### src/rtl/axi4_lite_pkg.sv
// Shared types and widths for the AXI4-Lite register slave.
package axi4_lite_pkg;

    localparam int AXIL_DATA_W = 32;
    localparam int AXIL_STRB_W = AXIL_DATA_W / 8;

    typedef enum logic [1:0] {
        OKAY   = 2'd0,
        EXOKAY = 2'd1,
        SLVERR = 2'd2,
        DECERR = 2'd3
    } axil_resp_e;

endpackage

### src/rtl/axi4_lite_slave_if.sv
// AXI4-Lite bus bundle with master/slave views.
interface axi4_lite_slave_if
    import axi4_lite_pkg::*;
#(
    parameter int ADDR_WIDTH = 32,
    parameter int DATA_WIDTH = AXIL_DATA_W
);

    logic [ADDR_WIDTH-1:0]   S_AWADDR;
    logic                    S_AWVALID;
    logic                    S_AWREADY;
    logic [DATA_WIDTH-1:0]   S_WDATA;
    logic [DATA_WIDTH/8-1:0] S_WSTRB;
    logic                    S_WVALID;
    logic                    S_WREADY;
    axil_resp_e              S_BRESP;
    logic                    S_BVALID;
    logic                    S_BREADY;
    logic [ADDR_WIDTH-1:0]   S_ARADDR;
    logic                    S_ARVALID;
    logic                    S_ARREADY;
    logic [DATA_WIDTH-1:0]   S_RDATA;
    axil_resp_e              S_RRESP;
    logic                    S_RVALID;
    logic                    S_RREADY;

    modport slave (
        input  S_AWADDR, S_AWVALID, output S_AWREADY,
        input  S_WDATA, S_WSTRB, S_WVALID, output S_WREADY,
        output S_BRESP, S_BVALID, input S_BREADY,
        input  S_ARADDR, S_ARVALID, output S_ARREADY,
        output S_RDATA, S_RRESP, S_RVALID, input S_RREADY
    );

    modport master (
        output S_AWADDR, S_AWVALID, input S_AWREADY,
        output S_WDATA, S_WSTRB, S_WVALID, input S_WREADY,
        input  S_BRESP, S_BVALID, output S_BREADY,
        output S_ARADDR, S_ARVALID, input S_ARREADY,
        input  S_RDATA, S_RRESP, S_RVALID, output S_RREADY
    );

endinterface

### src/rtl/axil_regfile.sv
// NUM_REGS x 32-bit register bank: byte-enabled write port, combinational read port.
module axil_regfile
    import axi4_lite_pkg::*;
#(
    parameter int NUM_REGS = 16
)
(
    input  logic                        ACLK,
    input  logic                        ARESETN,
    input  logic                        wr_en,
    input  logic [$clog2(NUM_REGS)-1:0] wr_idx,
    input  logic [AXIL_DATA_W-1:0]      wr_data,
    input  logic [AXIL_STRB_W-1:0]      wr_strb,
    input  logic [$clog2(NUM_REGS)-1:0] rd_idx,
    output logic [AXIL_DATA_W-1:0]      rd_data
);

    logic [AXIL_DATA_W-1:0] regs [NUM_REGS];

    always_ff @(posedge ACLK or negedge ARESETN) begin
        if (!ARESETN) begin
            for (int i = 0; i < NUM_REGS; i++) regs[i] <= '0;
        end else if (wr_en) begin
            for (int k = 0; k < AXIL_STRB_W; k++) begin
                if (wr_strb[k]) regs[wr_idx][8*k +: 8] <= wr_data[8*k +: 8];
            end
        end
    end

    // Read is taken before any same-edge write lands, so a colliding read sees the old value.
    assign rd_data = regs[rd_idx];

endmodule

### src/rtl/axi4_lite_slave.sv
// AXI4-Lite slave over a register bank; one outstanding transaction per direction.
// Optional AXIL_ADDR_CHECK_EN: out-of-range addresses answer SLVERR instead of aliasing.
module axi4_lite_slave
    import axi4_lite_pkg::*;
#(
    parameter int ADDR_WIDTH = 32,
    parameter int NUM_REGS   = 16
)
(
    input  logic               ACLK,
    input  logic               ARESETN,
    axi4_lite_slave_if.slave   s_axi
);

    localparam int IDX_W = $clog2(NUM_REGS);

    logic                   aw_cap;
    logic                   w_cap;
    logic                   aw_err;
    logic [IDX_W-1:0]       aw_idx;
    logic [AXIL_DATA_W-1:0] w_data;
    logic [AXIL_STRB_W-1:0] w_strb;
    logic                   commit;
    logic                   wr_en;
    logic                   aw_hs;
    logic                   w_hs;
    logic                   ar_hs;
    logic                   aw_oor;
    logic                   ar_oor;
    logic [IDX_W-1:0]       ar_idx;
    logic [AXIL_DATA_W-1:0] rf_rdata;
    logic                   unused_addr_bits;

    assign aw_hs  = s_axi.S_AWVALID && s_axi.S_AWREADY;
    assign w_hs   = s_axi.S_WVALID  && s_axi.S_WREADY;
    assign ar_hs  = s_axi.S_ARVALID && s_axi.S_ARREADY;
    assign ar_idx = s_axi.S_ARADDR[IDX_W+1:2];
    assign commit = aw_cap && w_cap;
    assign wr_en  = commit && !aw_err;

`ifdef AXIL_ADDR_CHECK_EN
    assign aw_oor = |s_axi.S_AWADDR[ADDR_WIDTH-1:IDX_W+2];
    assign ar_oor = |s_axi.S_ARADDR[ADDR_WIDTH-1:IDX_W+2];
    assign unused_addr_bits = ^{s_axi.S_AWADDR[1:0], s_axi.S_ARADDR[1:0]};
`else
    assign aw_oor = 1'b0;
    assign ar_oor = 1'b0;
    assign unused_addr_bits = ^{s_axi.S_AWADDR[ADDR_WIDTH-1:IDX_W+2], s_axi.S_AWADDR[1:0],
                                s_axi.S_ARADDR[ADDR_WIDTH-1:IDX_W+2], s_axi.S_ARADDR[1:0]};
`endif

    axil_regfile #(.NUM_REGS(NUM_REGS)) u_regfile (
        .ACLK    (ACLK),
        .ARESETN (ARESETN),
        .wr_en   (wr_en),
        .wr_idx  (aw_idx),
        .wr_data (w_data),
        .wr_strb (w_strb),
        .rd_idx  (ar_idx),
        .rd_data (rf_rdata)
    );

    always_ff @(posedge ACLK or negedge ARESETN) begin
        if (!ARESETN) begin
            s_axi.S_AWREADY <= 1'b0;
            s_axi.S_WREADY  <= 1'b0;
            s_axi.S_BVALID  <= 1'b0;
            s_axi.S_BRESP   <= OKAY;
            s_axi.S_ARREADY <= 1'b0;
            s_axi.S_RVALID  <= 1'b0;
            s_axi.S_RDATA   <= '0;
            s_axi.S_RRESP   <= OKAY;
            aw_cap          <= 1'b0;
            w_cap           <= 1'b0;
            aw_err          <= 1'b0;
            aw_idx          <= '0;
            w_data          <= '0;
            w_strb          <= '0;
        end else begin
            // Ready is a single-cycle pulse; it cannot re-arm while a capture or response is pending.
            s_axi.S_AWREADY <= s_axi.S_AWVALID && !aw_cap && !s_axi.S_BVALID && !s_axi.S_AWREADY;
            s_axi.S_WREADY  <= s_axi.S_WVALID  && !w_cap  && !s_axi.S_BVALID && !s_axi.S_WREADY;
            s_axi.S_ARREADY <= s_axi.S_ARVALID && !s_axi.S_RVALID && !s_axi.S_ARREADY;

            if (aw_hs) begin
                aw_cap <= 1'b1;
                aw_idx <= s_axi.S_AWADDR[IDX_W+1:2];
                aw_err <= aw_oor;
            end
            if (w_hs) begin
                w_cap  <= 1'b1;
                w_data <= s_axi.S_WDATA;
                w_strb <= s_axi.S_WSTRB;
            end

            if (commit) begin
                aw_cap         <= 1'b0;
                w_cap          <= 1'b0;
                s_axi.S_BVALID <= 1'b1;
                s_axi.S_BRESP  <= aw_err ? SLVERR : OKAY;
            end else if (s_axi.S_BVALID && s_axi.S_BREADY) begin
                s_axi.S_BVALID <= 1'b0;
            end

            if (ar_hs) begin
                s_axi.S_RVALID <= 1'b1;
                s_axi.S_RDATA  <= ar_oor ? '0 : rf_rdata;
                s_axi.S_RRESP  <= ar_oor ? SLVERR : OKAY;
            end else if (s_axi.S_RVALID && s_axi.S_RREADY) begin
                s_axi.S_RVALID <= 1'b0;
            end
        end
    end

endmodule

### src/flat_wrapper.sv
// flat-port wrapper written by rule: the top's interface ports become plain ports
module axi4_lite_slave_flat import axi4_lite_pkg::*;
#(
    parameter int ADDR_WIDTH = 32,
    parameter int NUM_REGS   = 16
)
  (ACLK, ARESETN, s_axi_S_AWADDR, s_axi_S_AWVALID, s_axi_S_AWREADY, s_axi_S_WDATA, s_axi_S_WSTRB, s_axi_S_WVALID, s_axi_S_WREADY, s_axi_S_BRESP, s_axi_S_BVALID, s_axi_S_BREADY, s_axi_S_ARADDR, s_axi_S_ARVALID, s_axi_S_ARREADY, s_axi_S_RDATA, s_axi_S_RRESP, s_axi_S_RVALID, s_axi_S_RREADY);
  axi4_lite_slave_if #(.ADDR_WIDTH(ADDR_WIDTH), .DATA_WIDTH(32)) s_axi_i ();
  input  logic ACLK;
  input  logic ARESETN;
  input wire logic [$bits(s_axi_i.S_AWADDR)-1:0] s_axi_S_AWADDR;
  input wire logic [$bits(s_axi_i.S_AWVALID)-1:0] s_axi_S_AWVALID;
  output wire logic [$bits(s_axi_i.S_AWREADY)-1:0] s_axi_S_AWREADY;
  input wire logic [$bits(s_axi_i.S_WDATA)-1:0] s_axi_S_WDATA;
  input wire logic [$bits(s_axi_i.S_WSTRB)-1:0] s_axi_S_WSTRB;
  input wire logic [$bits(s_axi_i.S_WVALID)-1:0] s_axi_S_WVALID;
  output wire logic [$bits(s_axi_i.S_WREADY)-1:0] s_axi_S_WREADY;
  output wire logic [$bits(s_axi_i.S_BRESP)-1:0] s_axi_S_BRESP;
  output wire logic [$bits(s_axi_i.S_BVALID)-1:0] s_axi_S_BVALID;
  input wire logic [$bits(s_axi_i.S_BREADY)-1:0] s_axi_S_BREADY;
  input wire logic [$bits(s_axi_i.S_ARADDR)-1:0] s_axi_S_ARADDR;
  input wire logic [$bits(s_axi_i.S_ARVALID)-1:0] s_axi_S_ARVALID;
  output wire logic [$bits(s_axi_i.S_ARREADY)-1:0] s_axi_S_ARREADY;
  output wire logic [$bits(s_axi_i.S_RDATA)-1:0] s_axi_S_RDATA;
  output wire logic [$bits(s_axi_i.S_RRESP)-1:0] s_axi_S_RRESP;
  output wire logic [$bits(s_axi_i.S_RVALID)-1:0] s_axi_S_RVALID;
  input wire logic [$bits(s_axi_i.S_RREADY)-1:0] s_axi_S_RREADY;
  assign s_axi_i.S_AWADDR = s_axi_S_AWADDR;
  assign s_axi_i.S_AWVALID = s_axi_S_AWVALID;
  assign s_axi_S_AWREADY = s_axi_i.S_AWREADY;
  assign s_axi_i.S_WDATA = s_axi_S_WDATA;
  assign s_axi_i.S_WSTRB = s_axi_S_WSTRB;
  assign s_axi_i.S_WVALID = s_axi_S_WVALID;
  assign s_axi_S_WREADY = s_axi_i.S_WREADY;
  assign s_axi_S_BRESP = s_axi_i.S_BRESP;
  assign s_axi_S_BVALID = s_axi_i.S_BVALID;
  assign s_axi_i.S_BREADY = s_axi_S_BREADY;
  assign s_axi_i.S_ARADDR = s_axi_S_ARADDR;
  assign s_axi_i.S_ARVALID = s_axi_S_ARVALID;
  assign s_axi_S_ARREADY = s_axi_i.S_ARREADY;
  assign s_axi_S_RDATA = s_axi_i.S_RDATA;
  assign s_axi_S_RRESP = s_axi_i.S_RRESP;
  assign s_axi_S_RVALID = s_axi_i.S_RVALID;
  assign s_axi_i.S_RREADY = s_axi_S_RREADY;
  axi4_lite_slave #(.ADDR_WIDTH(ADDR_WIDTH), .NUM_REGS(NUM_REGS)) u_core (.ACLK(ACLK), .ARESETN(ARESETN), .s_axi(s_axi_i));
endmodule
### config.mk
export PLATFORM = sky130hd
export DESIGN_NAME = axi4_lite_slave_flat
export DESIGN_NICKNAME = d
export VERILOG_FILES = /design/src/rtl/axi4_lite_pkg.sv /design/src/rtl/axi4_lite_slave_if.sv /design/src/rtl/axil_regfile.sv /design/src/rtl/axi4_lite_slave.sv /design/src/flat_wrapper.sv
export SDC_FILE = /design/constraint.sdc
export NUM_CORES = 1
export LEC_CHECK = 0
export CAP_MARGIN = 10
export CORE_MARGIN = 3
export CORE_UTILIZATION = 50
export CTS_CLUSTER_SIZE = 20
export DETAILED_ROUTE_END_ITERATION = 16
export GPL_ROUTABILITY_DRIVEN = 1
export GPL_TIMING_DRIVEN = 1
export PLACE_DENSITY_LB_ADDON = 0.15
export SLEW_MARGIN = 20
export SYNTH_ARGS = -nofsm -noshare
export SYNTH_HDL_FRONTEND = slang
export SYNTH_SLANG_ARGS = --single-unit
### constraint.sdc
create_clock -name ACLK -period 2.4 [get_ports ACLK]
set_input_delay 0.36 -clock ACLK [delete_from_list [all_inputs] [get_ports ACLK]]
set_output_delay 0.36 -clock ACLK [all_outputs]
set_load 0.005 [all_outputs]
==> results of run 1 <==
registers in the layout, indices dropped and copies added (netlist names), 4 cells and up:
register and count:
u_core.aw_idx 4, u_core.s_axi.S_RDATA 32, u_core.u_regfile.regs 512, u_core.w_data 32, u_core.w_strb 4
synthesized netlist by cell type (all sizes together):
cell type	count	share of area [%]
inv	2	0.028
a22oi	73	2.1
mux2i	258	9.8
buf	43	1.1
nand3	74	1.4
nor3	4	0.076
nor2b	2	0.047
a21oi	32	0.61
nand2b	2	0.047
nand4b	2	0.066
and2	1	0.024
o21ai	2	0.038
nand4bb	1	0.10
dlygate4sd1	31	1.0
nand4	24	0.57
nor2	14	0.20
dfrtp	591	56
nor3b	1	0.028
conb	1	0.014
nand2	179	2.7
clkbuf	40	0.57
nor4b	2	0.066
mux2	552	24
layout make-up:
cell class	count	area (sq um)	area share (%)
flip-flops and latches	591	14800	47.9
multi-input cells	1227	11000	35.6
clock buffers	109	2140	6.94
repair buffers	193	1990	6.45
well taps	680	851	2.76
clock inverters	11	110	0.357
inverters	2	7.51	0.0243
diodes	1	2.50	0.00811
where the power goes:
| part | internal [mW] | switching (mW) |
|---|---|---|
| registers | 13.4 | 3.15 |
| clock network | 6.30 | 3.94 |
| logic | 4.01 | 2.35 |
| total | 23.7 | 9.44 |
timing repair:
action | 4_1_cts | 5_1_grt
endpoints found under the hold margin | 47 | 0
setup endpoints to repair | 0 | 0
gates resized for setup | 0 | 0
hold buffers | 1 | 0
final timing paths:
path | from | endpoint | slack (ps) | depth (start not counted)
setup reg to reg | u_core.aw_cap | u_core.u_regfile.regs[99] | 370 | 5
setup / recovery | u_core.aw_cap | u_core.u_regfile.regs[99] | 370 | 5
hold / removal | ARESETN | u_core.s_axi.S_RDATA[5] | 280 | 2
max in group asynchronous | ARESETN | u_core.u_regfile.regs[372] | 1280 | 4
min in group ACLK | s_axi_S_RREADY | u_core.s_axi.S_RVALID | 350 | 2
hold reg to reg | u_core.s_axi.S_RVALID | u_core.s_axi.S_ARREADY | 460 | 1
logic make-up (layout without fill, tap and decap cells):
family	count (synthesis)	count (layout)	synth area share [%]
AOI/OAI and AO/OA	107	107	2.72
and+or+nand+nor	306	306	5.32
muxes	810	810	33.3
buffers and inverters	116	315	2.72
other	1	5	0.0142
DFF	591	591	55.9
critical path, cell delays in order (launching register included):
cell	delay [ps]
dfrtp_1	470
nand4_1	250
nor3_1	430
buf_4	210
nand2_2	180
mux2_2	370
routing by layer:
metal / up-vias / GRT usage [%]
met5: - / 0
met3: 95 / 3.83
met2: 225 / 37.2
li1: 7277 / -
met1: 8410 / 31.0
met4: 0 / 5.77
metrics by stage:
stage                     setup WS (ps)  hold slack, ps  power, mW  cells
final                               369             283       33.2   2814
after global placement              349             294       22.6   2692
after detailed placement            328             297       23.1   2692
after CTS                           370             260       33.5   2813
after floorplan                     649            64.4       20.8   1934
after global routing                269             299       35.1   2813
==> impl_metrics.ini, run 1 <==
[status]
status = finished clean

[floorplan]
dieArea_sq_um = 55700
row_count = 83
start_util_pct = 51.0
dieHeight_um = 236
die_width_um = 236
core-area_sq_um = 51800
io_pins = 148

[timing]
fmax_ghz = 0.492
slew_headroom_pct = 51.6
worst_pin_slew_ps = 726
fin_crit_ps = 2030
hold_viol_final = 0
skew_ps = 15.7
finalCritPeriodShare_pct = 84.6
setup_tns_ps = 0
setup_viol = 0
final-max-slew-violation-count = 0
rsz0062_at_grt = no

[clocking]
cts_tree = built
post-cts-setup-buffer-count = 0
clockBufferDepth = 3
cts.sinks = 591
clk_latency_ps = 590
htree_levels = 3
path_clk_slew_ps = 60
cts-root-buf = clkbuf_16
cts_buffers = 66

[logic_synthesis]
syn_area_per_cell_sq_um = 13.7
ys_seq_area_share_pct = 55.9
synth_area_sq_um = 26400
ys_warn_count = 0
syn_inst = 1931
synth_seq_cells = 591
synth.distinct_cells = 29

[drt]
dr.pass1.iters = 4
wl_met2_mm = 30.0
avgRoutedWirePerCell_um = 21.9
wl_met1_mm = 28.4
drc = 0
wl_met3_mm = 1.97
viasPerCell = 5.69
highest_layer = met4
drt_wl_total_mm = 61.7
ant_nets = 0
vias = 16007
first_iter_violations = 995

[placed_design]
gp_congestion = 0.764
port_buffers = 87
placed_area_sq_um = 28600
hpwlAfterDp_mm = 38.0

[finish]
final_common_cell = dfrtp_1
final_util_pct = 59.6
drive_above_1_share_pct = 36.8
area_growth_pct = 16.8
num-nets-final = 2188
final_area_sq_um = 30900
final_cell_mix = dfrtp_1 (591), mux2_2 (550), mux2i_1 (258)
fill_cells = 4131

[flow_run]
max_cap_violations = 0

[grt]
grt_pass1_wl_mm = 98.4
grt_pass1_vias = 16952
overflow = 0
antenna_found_initial = 0
grt_max_degree = 90
grt_usage_pct = 22.5

[critical_path]
endpoint_kind = register
critPathKind = reg2reg
crit_fanout = 8
required_ps = 2870
arrival_ps = 2500
critPathLaunchType = register

[hold_path]
hold_path.class = in2async

[power]
leakagePower_nw = 15.4
p_per_area_nw_per_um2 = 1070
ir_drop_mv = 0.930
Power figures use the tool's default switching activity.
==> run 2, diff against run 1 <==
clock period = 1.76 ns   (was 2.4 ns; I/O delays follow)
==> run 2 against run 1 <==
The run now ends with setup timing left. Critical endpoint is now u_core.u_regfile.regs[168]. Flip-flop and latch count stayed put. Routed wire length rose by 4.0%. Sequential power up 37%. Clock-buffer cell count shrank 10. Hold slack worse by 110 ps. Worst setup slack got worse by 450 ps. Combinational power rose by 44%. Final area grew 4.6%. Sequential share of layout area down 2.1 points. Clock power is 31% higher. First-iteration DRC count down 13%.
==> impl_metrics.ini, run 2 (synthesis results as in run 1) <==
[critical_path]
crit_fanout = 8
r2r_end = u_core.u_regfile.regs[168]
arrival_ps = 2310
endpoint_kind = register
r2r_setup_slack_ps = -80
timing.rr.start = u_core.aw_cap
critPathLaunchType = register
critPathKind = reg2reg
required_ps = 2230
reg2regPathDepth = 7

[power]
power.switching_mw = 13.2
pwr-share-clk_pct = 29.5
intPower_mw = 32.1
power.share.sequential_pct = 50.2
leakagePower_nw = 16.4
sw_frac_of_total_pct = 29.2
p_per_area_nw_per_um2 = 1400
comb_power_share_pct = 20.3
ir_drop_mv = 1.14

[finish]
n_antenna_cell = 0
top_register = u_core.u_regfile.regs
reg.largest.list = u_core.u_regfile.regs (512), u_core.s_axi.S_RDATA (32), u_core.w_data (32)
largest_reg_flops = 512
num-nets-final = 2256
final_cell_mix = dfrtp_1 (584), mux2_2 (549), mux2i_1 (258)
area_growth_pct = 22.1
final_util_pct = 62.3
drive_above_1_share_pct = 40.5
final_area_sq_um = 32300
final_common_cell = dfrtp_1

[timing]
slew_headroom_pct = 55.4
finalWorstSetupSlack_ps = -81.5
worst_pin_slew_ps = 669
skew_ps = 17.2
final-max-slew-violation-count = 0
finalCritPeriodShare_pct = 105
hold_viol_final = 0
fin_crit_ps = 1840
rsz0062_at_grt = yes
fmax_ghz = 0.543
setup_viol = 195

[drt]
vias = 16420
avgRoutedWirePerCell_um = 22.3
drt_wl_total_mm = 64.1
ant_nets = 0
drc = 0
dr.pass1.iters = 6
viasPerCell = 5.72
first_iter_violations = 863

[grt]
grt_usage_pct = 23.0
overflow = 0
met3_usage_pct = 3.53
met1_usage_pct = 31.4
antenna_found_initial = 0
grt_pass1_vias = 17254
grt_max_degree = 88
grt_use_met2_pct = 38.8
grt_pass1_wl_mm = 100
top_usage_layer = met2

[floorplan]
die_width_um = 236
io_pins = 148
row_count = 83
dieArea_sq_um = 55700
dieHeight_um = 236
start_util_pct = 51.0
core-area_sq_um = 51800

[clocking]
cts_buffers = 66
path_clk_slew_ps = 60
htree_levels = 3
clockBufferDepth = 3
cts_tree = built
clk_latency_ps = 590
cts.sinks = 591
cts-root-buf = clkbuf_16

[hold_path]
hold_path.class = in2async

[placed_design]
placed_area_sq_um = 29800
port_buffers = 87
hpwlAfterDp_mm = 40.6
gp_congestion = 0.811

[status]
failed_checks = setup timing
status = finished with violations

[flow_run]
max_cap_violations = 0
-- run 2: cell types whose count changed in the layout (fill, tap and decap cells not counted), sizes merged, moves of 2 or more --
| cell | change |
|---|---|
| dlygate4sd2 | +26 |
| clkinvlp | -2 |
| clkbuf | -10 |
| dlymetal6s2s | +4 |
| buf | +68 |
| clkdlybuf4s50 | -30 |
-- run 2: final cells by class --
cell class / count / area, sq um
Sequential cell: 591 / 14800
Timing Repair Buffer: 261 / 3290
Fill cell: 3942 / 19500
Multi-Input combinational cell: 1227 / 11200
Inverter: 2 / 7.51
Clock buffer: 99 / 1990
Tap cell: 680 / 851
Clock inverter: 11 / 109
-- run 2: worst max path at each step --
stage / start / end / depth (start not counted)
finish: u_core.aw_cap / u_core.u_regfile.regs[168] / 7
global route: u_core.aw_idx[2] / u_core.u_regfile.regs[222] / 7
CTS: u_core.aw_idx[3] / u_core.u_regfile.regs[375] / 5
detailed placement: u_core.w_cap / u_core.u_regfile.regs[99] / 5
global placement: u_core.aw_cap / u_core.u_regfile.regs[96] / 5
floorplan: u_core.aw_idx[2] / u_core.u_regfile.regs[481] / 4
-- run 2: what timing repair did --
| action | in CTS | in global routing |
|---|---|---|
| setup buffers | 6 | 11 |
| pin swaps | 1 | 2 |
| hold buffers | 1 | 0 |
| gates resized for setup | 60 | 55 |
| endpoints found under the setup margin | 490 | 498 |
| hold endpoints to repair | 247 | 0 |
| cloned | 0 | 0 |
-- run 2: worst max-delay path, cell delays in order, from the launching register on --
cell and delay [ps]:
dfrtp_2 480, nand4b_1 260, buf_6 220, nor2_4 80, buf_6 130, nand2_2 70
buf_12 190, mux2_2 270
-- run 2: power groups by stage --
stage | combinational [mW] | sequential [mW] | clock (mW)
after global placement | 8.63 | 22.4 | 0
after global routing | 10.1 | 23.5 | 14.3
after floorplan | 7.79 | 20.5 | 0
after CTS | 9.02 | 22.6 | 13.7
final | 9.19 | 22.8 | 13.4
after detailed placement | 8.97 | 22.8 | 0
-- run 2: stage by stage --
| stage | hold slack (ps) | worst slack, ps | power [mW] | TNS (ps) | cells |
|---|---|---|---|---|---|
| after floorplan | -31.6 | 9.47 | 28.3 | 0 | 1934 |
| final | 175 | -81.5 | 45.3 | -6930 | 2871 |
| after CTS | 158 | -72.7 | 45.4 | -4010 | 2860 |
| after global placement | 186 | -213 | 31.0 | -24970 | 2743 |
| after detailed placement | 189 | -262 | 31.8 | -37910 | 2743 |
| after global routing | 166 | -119 | 47.9 | -18400 | 2871 |
-- run 2: metal layers --
layer,vias to the layer above,share of wire (%)
met2,287,49
met1,8609,45
met4,0,2.1
li1,7427,-
met5,-,0
met3,97,3.4
==> edit 1: new RTL, settings of run 1 <==
Build with the macro `AXIL_ADDR_CHECK_EN` defined.
--- a/src/rtl/axi4_lite_slave.sv
+++ b/src/rtl/axi4_lite_slave.sv
@@ -1,5 +1,7 @@
 // AXI4-Lite slave over a register bank; one outstanding transaction per direction.
 // Optional AXIL_ADDR_CHECK_EN: out-of-range addresses answer SLVERR instead of aliasing.
+`define AXIL_ADDR_CHECK_EN
+
 module axi4_lite_slave
     import axi4_lite_pkg::*;
 #(
Function: not settled (the Yosys comparison gave no result); the edit may change what the design does.
==> edit 1 against run 1 <==
- wire length increased by 6.0%
- core utilization rose by 0.77 points
- sequential cell count rose by 3
- area after synthesis is 1.7% higher
- setup slack got worse by 0.25 ns
- cell area increased by 3.3%
- critical path depth grew 1
- global-route usage up 1.1 points
- sequential share of layout area decreased by 1.3 points
- maximum frequency shrank 11%
- non-clock buffer count up 50
Power is not compared: it rests on default switching activity, and its combinational part moved more than twofold at a synthesized area within 25%.
==> edit 1: results <==
group,metric,value,unit
run_status,status,"finished clean",
place,gp_congestion,0.781,
routing,drt-initial-drc-count,984,
routing,routedWlPerCell,22.8,µm
finish,final-clk-cell-share,6.65,%
worst_setup_path,r2r_slack,0.12,ns
global_routing,antenna_found_initial,1,
worst_setup_path,critPathMaxFanout,16,
finish,n_all_buffers,243,
routing,vias,16700,
finish,nMultiInputCombCells,1222,
global_routing,use_met1,31.9,%
worst_setup_path,crit_arrival,2.75,ns
finish,multiInputGateArea,11500,µm²
global_routing,grt_max_degree,82,
worst_setup_path,endpoint,"u_core.u_regfile.regs[500]$_DFFE_PN0P_",
worst_setup_path,slowest_delay,0.61,ns
place,pre_cts_ws,-0.0377,ns
finish,buf_share,8.00,%
place,dpl-instance-area,29800,µm²
global_routing,track_usage,23.6,%
finish,drive_gt1_share,37.0,%
synth,synth_area_leaders,"dfrtp_1 55%, mux2_2 23%, mux2i_1 9.5%",
global_routing,gr-usage-met3,3.39,%
power,power.total,0.0248,W
routing,wl_met2,32500,µm
routing,drt-pass1-iter-count,5,
finish,inv_count,4,
synth,syn-instance-count,1945,
finish,seq_share,46.6,%
worst_setup_path,reg2reg_from,"u_core.w_cap$_DFFE_PN0P_",
place,dp.cells,2750,
sta,fin_skew,0.0267,ns
routing,highest_layer,"met5",
edit 1: cell count changes after synthesis, sizes merged, moves of 45 or more:
| cell | delta |
|---|---|
| a22oi | -73 |
| clkbuf | +45 |
| o22ai | +94 |
| nor2 | +52 |
| nand2 | -126 |
| nand3 | -52 |
| nor3 | +60 |
edit 1: cells by family (layout without fill, tap and decap cells):
family,count (synthesis),after routing,synth area share [%]
mux,809,809,32.8
flops,594,594,55.3
simple gates,247,247,5.98
compound gates,164,164,3.82
buf+inv,130,362,2.10
other cells,1,2,0.0140
edit 1: stage by stage:
| step | hold WS [ns] | util (%) | TNS [ns] |
|---|---|---|---|
| 2_1_floorplan | 0.0644 | - | 0 |
| 3_3_place_gp | 0.294 | 56.3 | -0.0846 |
| 3_5_place_dp | 0.297 | 56.3 | -0.182 |
| 4_1_cts | 0.264 | 60.3 | 0 |
| 5_1_grt | 0.286 | 60.3 | 0 |
| 6_report | 0.282 | 60.3 | 0 |
==> edit 2: new RTL, flow settings as in run 1 <==
Made on the original files. Make the reset (`ARESETN`) synchronous in 2 clocked blocks.
--- a/src/rtl/axil_regfile.sv
+++ b/src/rtl/axil_regfile.sv
@@ -17,7 +17,7 @@
 
     logic [AXIL_DATA_W-1:0] regs [NUM_REGS];
 
-    always_ff @(posedge ACLK or negedge ARESETN) begin
+    always_ff @(posedge ACLK) begin
         if (!ARESETN) begin
             for (int i = 0; i < NUM_REGS; i++) regs[i] <= '0;
         end else if (wr_en) begin
--- a/src/rtl/axi4_lite_slave.sv
+++ b/src/rtl/axi4_lite_slave.sv
@@ -60,7 +60,7 @@
         .rd_data (rf_rdata)
     );
 
-    always_ff @(posedge ACLK or negedge ARESETN) begin
+    always_ff @(posedge ACLK) begin
         if (!ARESETN) begin
             s_axi.S_AWREADY <= 1'b0;
             s_axi.S_WREADY  <= 1'b0;
Check against the original RTL: not settled (the Yosys comparison gave no result); the edit may change what the design does.
==> edit 2 against run 1 <==
- wire length increased by 2.1%
- cell area decreased by 0.60%
- die area about the same
- sequential cell count unchanged
- global-route usage about the same
- setup slack got worse by 0.14 ns
- maximum frequency decreased by 6.5%
- area after synthesis about the same
- critical endpoint is now u_core.u_regfile.regs[3][15]$_SDFFCE_PN0P_
- highest routed layer unchanged
Power is not compared: it rests on default switching activity, and its combinational part moved more than twofold at a synthesized area within 25%.
==> edit 2: results <==
group,metric,value,unit
place,pre_cts_ws,0.183,ns
clocking,cts_htree_levels,2,
finish,finalNetCount,2130,
clocking,cts_buffers,61,
run_status,status,"finished clean",
worst_setup_path,cpLargestDelayFamily,"simple AND/OR/NAND/NOR gates",
clocking,cts_resized,0,
sta,worst_pin_slew,0.952,ns
sta,fin_skew,0.0187,ns
worst_hold_path,hold_path_class,"input port to flip-flop",
global_routing,grt_max_degree,76,
place,gp_congestion,0.794,
global_routing,grt.met2_usage,36.2,%
finish,fin_cells,2757,
synth,synth_edf_count,512,
synth,yosysUniqueCellTypes,36,
place,dp.cells,2640,
clocking,clk_latency,0.62,ns
global_routing,grt_first_pass_wirelength,95400,µm
worst_setup_path,crit_arrival,2.65,ns
finish,fill_cells,4008,
synth,synth_area_leaders,"edfxtp_1 58%, and2_1 12%, dfxtp_1 6.0%",
synth,synthMuxAreaShare,12.6,%
global_routing,gr-usage-met3,3.86,%
finish,drive_gt1_share,15.8,%
power,irDropWorstVdd,0.555,mV
routing,met3_length,3900,µm
global_routing,use_met1,32.4,%
global_routing,grt_pass1_vias,15700,
worst_setup_path,slowest_stage,"dfxtp_1",
place,dpl-instance-area,28700,µm²
synth,ys.flop_type,"edfxtp_1",
worst_setup_path,reg2reg_depth,5,
routing,routed_wl,63000,µm
synth,synth_common_cells,"517 x and2_1, 512 x edfxtp_1, 125 x nand2_1",
routing,vias,15400,
synth,seq_area_frac_synth,64.1,%
clocking,post_cts_buffers,0,
routing,drt-initial-drc-count,1331,
place,hpwl,42400,µm
global_routing,antenna_found_initial,2,
routing,m1WireLength,28200,µm
synth,synth_compound_area_share,5.02,%
synth,avgSynthCellArea,14.3,µm²
worst_setup_path,reg2reg_from,"u_core.aw_idx[0]$_SDFFE_PN0P_",
routing,drt-pass1-iter-count,5,
synth,synthArstFlopShare,0,%
sta,fmax,0.461,GHz
worst_setup_path,reg2reg_to,"u_core.u_regfile.regs[3][15]$_SDFFCE_PN0P_",
sta,whs,0.0679,ns
worst_setup_path,r2r_slack,0.23,ns
routing,wl_met2,29700,µm
global_routing,track_usage,22.5,%
-- edit 2: kinds of logic after synthesis --
logic type | count (synthesis)
AND/OR/NAND/NOR | 736
flip-flops | 591
AO/OA/AOI/OAI | 203
multiplexers | 194
buffers and inverters | 122
other | 1
-- edit 2: where the power goes --
group	leakage (nW)	internal [W]	total (W)	switching, W
logic	4.57	0.000576	0.00120	0.000627
registers	5.93	0.0115	0.0117	0.000199
clock network	0.976	0.00547	0.00937	0.00390
-- edit 2: final cells by class --
| type | count | area (µm²) | area share (%) |
|---|---|---|---|
| Tap cell | 680 | 851 | 2.77 |
| Clock inverter | 22 | 166 | 0.542 |
| Clock buffer | 94 | 1840 | 5.99 |
| Multi-Input combinational cell | 1137 | 8790 | 28.7 |
| Sequential cell | 591 | 17000 | 55.3 |
| Antenna cell | 1 | 2.50 | 0.00815 |
| Timing Repair Buffer | 232 | 2080 | 6.78 |
